===== src/rtl/bsg_tag_client_unpacker.sv =====
//------------------------------------------------------------------------------
// Module  : bsg_tag_client_unpacker
// Brief   : Tag client endpoint; assembles LSB-first payload bits into words
//           presented on a valid/yumi interface, with tag reset and overrun.
// Revision: 1.0 - initial release
//------------------------------------------------------------------------------
`default_nettype none

module bsg_tag_client_unpacker #(
    parameter int                 width_p   = 16,
    parameter logic [width_p-1:0] default_p = '0
) (
    input  logic               clk_i,
    input  logic               reset_i,
    input  logic               en_i,
    input  logic               op_i,
    input  logic               param_i,
    output logic [width_p-1:0] data_o,
    output logic               data_v_o,
    input  logic               data_yumi_i,
    output logic               tag_reset_o,
    output logic               overrun_o
);

    localparam int CNT_W = $clog2(width_p + 1);

    logic [CNT_W-1:0]   cnt_q,   cnt_d;
    logic [width_p-1:0] sr_q,    sr_d;
    logic [width_p-1:0] data_q,  data_d;
    logic               v_q,     v_d;
    logic               trst_q,  trst_d;
    logic               ovr_q,   ovr_d;

    logic               w_shift;
    logic               w_tagrst;
    logic               w_last;
    logic               w_complete;
    logic [width_p-1:0] w_sr_shift;

    assign w_shift    = en_i &  op_i;
    assign w_tagrst   = en_i & ~op_i & param_i;
    assign w_last     = (cnt_q == CNT_W'(width_p - 1));
    assign w_complete = w_shift & w_last;

    // New bits enter at the top so the first bit ends up in bit 0.
    if (width_p == 1) begin : g_w1
        assign w_sr_shift = param_i;
    end else begin : g_wn
        assign w_sr_shift = {param_i, sr_q[width_p-1:1]};
    end

    always_comb begin
        cnt_d  = cnt_q;
        sr_d   = sr_q;
        data_d = data_q;
        v_d    = v_q;
        trst_d = trst_q;
        ovr_d  = ovr_q;

        if (w_tagrst) begin
            sr_d   = '0;
            cnt_d  = '0;
            trst_d = 1'b1;
        end else if (w_shift) begin
            trst_d = 1'b0;
            sr_d   = w_sr_shift;
            cnt_d  = w_last ? '0 : cnt_q + CNT_W'(1);
        end

        // Latest word wins; an unconsumed word being replaced is an overrun.
        if (w_complete) begin
            data_d = w_sr_shift;
            v_d    = 1'b1;
            if (v_q && !data_yumi_i) begin
                ovr_d = 1'b1;
            end
        end else if (data_yumi_i) begin
            v_d = 1'b0;
        end
    end

    always_ff @(posedge clk_i or posedge reset_i) begin
        if (reset_i) begin
            cnt_q  <= '0;
            sr_q   <= '0;
            data_q <= default_p;
            v_q    <= 1'b0;
            trst_q <= 1'b0;
            ovr_q  <= 1'b0;
        end else begin
            cnt_q  <= cnt_d;
            sr_q   <= sr_d;
            data_q <= data_d;
            v_q    <= v_d;
            trst_q <= trst_d;
            ovr_q  <= ovr_d;
        end
    end

    assign data_o      = data_q;
    assign data_v_o    = v_q;
    assign tag_reset_o = trst_q;
    assign overrun_o   = ovr_q;

endmodule

`default_nettype wire


===== config.mk =====
export PLATFORM = sky130hd
export DESIGN_NAME = bsg_tag_client_unpacker
export DESIGN_NICKNAME = d
export VERILOG_FILES = /design/src/rtl/bsg_tag_client_unpacker.sv
export SDC_FILE = /design/constraint.sdc
export NUM_CORES = 1
export LEC_CHECK = 0
export CORE_ASPECT_RATIO = 0.75
export CORE_MARGIN = 2
export CORE_UTILIZATION = 55
export CTS_CLUSTER_SIZE = 14
export DETAILED_ROUTE_END_ITERATION = 8
export PLACE_DENSITY = 0.85
export SETUP_SLACK_MARGIN = 0.4
export SYNTH_ARGS = -nofsm -noshare
export SYNTH_HDL_FRONTEND = slang
export SYNTH_SLANG_ARGS = --single-unit

===== constraint.sdc =====
create_clock -name clk_i -period 3.1 [get_ports clk_i]
set_input_delay 0.62 -clock clk_i [delete_from_list [all_inputs] [get_ports clk_i]]
set_output_delay 0.62 -clock clk_i [all_outputs]
set_load 0.01 [all_outputs]

==> qor.yml <==
rows: 16
wire_per_inst_um: 14.82
cts.reportedPaths.clkPinSlew_ps: 70
clk_latency_ps: 290
grt_first_pass_wirelength_mm: 4.278
final_common_cell: "dfrtp_1"
run_status: "complete, no violations"
cp-start-kind: "input port"
ios: 25
synth_adder_area_share_pct: 0.8177
drive_gt1_share_pct: 23.48
reg2reg_depth: 5
critical_path.cell_chain: "clkdlybuf4s50_1 -> and2_4 -> nor3b_2 -> buf_4 -> mux2_2"
dpl.cell_count: 160
grt_usage_pct: 18.16
syn-num-nets: 110
rrSetupSlack_ps: 1430
synth_xor_area_share_pct: 0.5724
wl_met3_um: 146
initial_core_util_pct: 58.35
synthSimpleGateAreaFrac_pct: 4.007
tritoncts: "done"
slowest_stage: "clkdlybuf4s50_1"
end_kind: "flip-flop"
worst_ep_required_time_ps: 3280
hp-class: "flip-flop to flip-flop"
grt_max_degree: 40
clock_sinks: 39
synth-seq-cells: 39
tns_ps: 0
min_period_ps: 2073
ys_seq_area_share_pct: 63.78
maxCapViolCount: 0
cp.arrival_ps: 2250
cts_root_buf: "clkbuf_8"
antenna_found_initial: 0
core_area_um2: 2623
post-route-drc-count: 0
top_layer: "met4"
syn-cell-area_um2: 1530
die_h_um: 49.68
syn_area_per_cell_um2: 14.86
wl_met2_mm: 1.219
ys_warn_count: 0
dp_hpwl_mm: 1.667
grt_pass1_vias: 944
drtIter0Drc: 37
crit_type: "input port to flip-flop"
vdd_ir_drop_max_mv: 0.2973
synthCells: 103
wl_mm: 2.489
finalHoldViolCount: 0
cts_hold_buf: 0
drtAntennaViolNets: 0
drv_slew: 0
vias: 922
met1Wirelength_mm: 1.093
leakagePower_nw: 0.8891
htree_levels: 2
vias_per_cell: 5.488
setup_viol: 0
numCtsBuffers: 5
p_per_area_nw_per_um2: 495.2
synthMuxAreaShare_pct: 14.39
finalClockSkew_ps: 5.884
cts_resized: 0
io_buffers: 24
utilization_pct: 71.66
finalCritPeriodShare_pct: 66.88
gp_congestion: 0.7731
die_area_um2: 3224
holdPathStages: 1
crit_fanout: 21
n_antenna_cell: 0
fillers: 181
final_cell_mix: "dfrtp_1, clkdlybuf4s50_1, a22o_1, mux2_4, mux2_2"
fin_cells: 168
maxSlewHeadroom_pct: 47.27
final_nets: 138
synth-compound-area-share_pct: 12.35
synth_top_family_by_area: "multiplexers"
synth.distinct_cells: 23
fp.dieW_um: 64.91
worst_pin_slew_ps: 790.9
fmax_mhz: 482.3
rsz0062_at_grt: "false"
grt.overflow.total: 0
power.total_uw: 930.6
postCtsSetupBuffers: 0
drt-pass1-iter-count: 4
max_stage_delay_ps: 510
syn2layout_area_growth_pct: 22.81
clock_path_buffers: 2
==> path summary, 6_finish.rpt <==
| path | end | from |
|---|---|---|
| max reg2reg | data_o[8] | cnt_q[0] |
| min | overrun_o | overrun_o |
| min in group asynchronous | data_o[1] | reset_i |
| max | data_o[8] | en_i |
| max in group asynchronous | data_o[7] | reset_i |
| min reg2reg | overrun_o | overrun_o |
==> worst max-delay path, delay by kind of cell <==
family / cells / cell delay, ps
muxes: 1 / 350
and+or+nand+nor: 2 / 520
buffers and inverters: 2 / 760
==> metal layers <==
metal / track usage [%] / up-vias
met5: 0 / -
met4: 5.319 / 0
met3: 8.219 / 4
met2: 27.84 / 29
met1: 23.37 / 465
li1: - / 424
==> synthesized netlist by cell type (all sizes together) <==
master	count	area, um^2
dfrtp	39	975.9
a31o	1	8.760
inv	4	15.01
mux2i	1	10.01
and2	1	8.760
a22o	15	131.4
nor2b	1	6.260
a21o	1	8.760
clkbuf	3	11.26
nand2	4	15.01
o21ai	5	25.02
buf	3	36.28
mux2	16	210.2
xor2	1	8.760
a21oi	3	15.01
ha	1	12.51
nor2	1	3.750
nor3b	1	12.51
nand3	2	15.01
==> registers in the layout (all words and copies together), names as in the netlist <==
signal	count
data_o	16
sr_q	15
cnt_q	5
data_v_o	1
overrun_o	1
tag_reset_o	1
==> layout make-up <==
cell class | count | area [um^2] | share of cell area, %
Sequential cell | 39 | 975.9 | 51.93
Clock buffer | 6 | 72.57 | 3.862
Inverter | 4 | 15.01 | 0.7989
Clock inverter | 2 | 12.51 | 0.6658
Multi-Input combinational cell | 54 | 495.5 | 26.36
Timing Repair Buffer | 27 | 262.8 | 13.98
Tap cell | 36 | 45.04 | 2.397
==> metrics by stage <==
| stage | area, um^2 | worst slack [ps] | hold WS (ps) |
|---|---|---|---|
| floorplan | 1530 | 1492 | 466.3 |
| global placement | 1790 | 738.6 | 446.2 |
| detailed placement | 1790 | 612.2 | 458.9 |
| CTS | 1876 | 919.4 | 476.5 |
| global route | 1879 | 949.3 | 503.3 |
| finish | 1879 | 1027 | 469.1 |
==> cell families after synthesis <==
family | count (synthesis)
flip-flops | 39
buffers and inverters | 10
multiplexers | 17
AND/OR/NAND/NOR | 10
AO/OA/AOI/OAI | 25
XOR/XNOR | 1
adder cells (fa/ha/maj) | 1
==> power by group <==
group          total, mW  internal [mW]  leakage, nW  switching (mW)
clock network      0.327          0.157       0.0412           0.170
logic             0.0607         0.0267        0.311          0.0340
registers          0.543          0.527        0.537          0.0159
(Power assumes the default switching activity.)
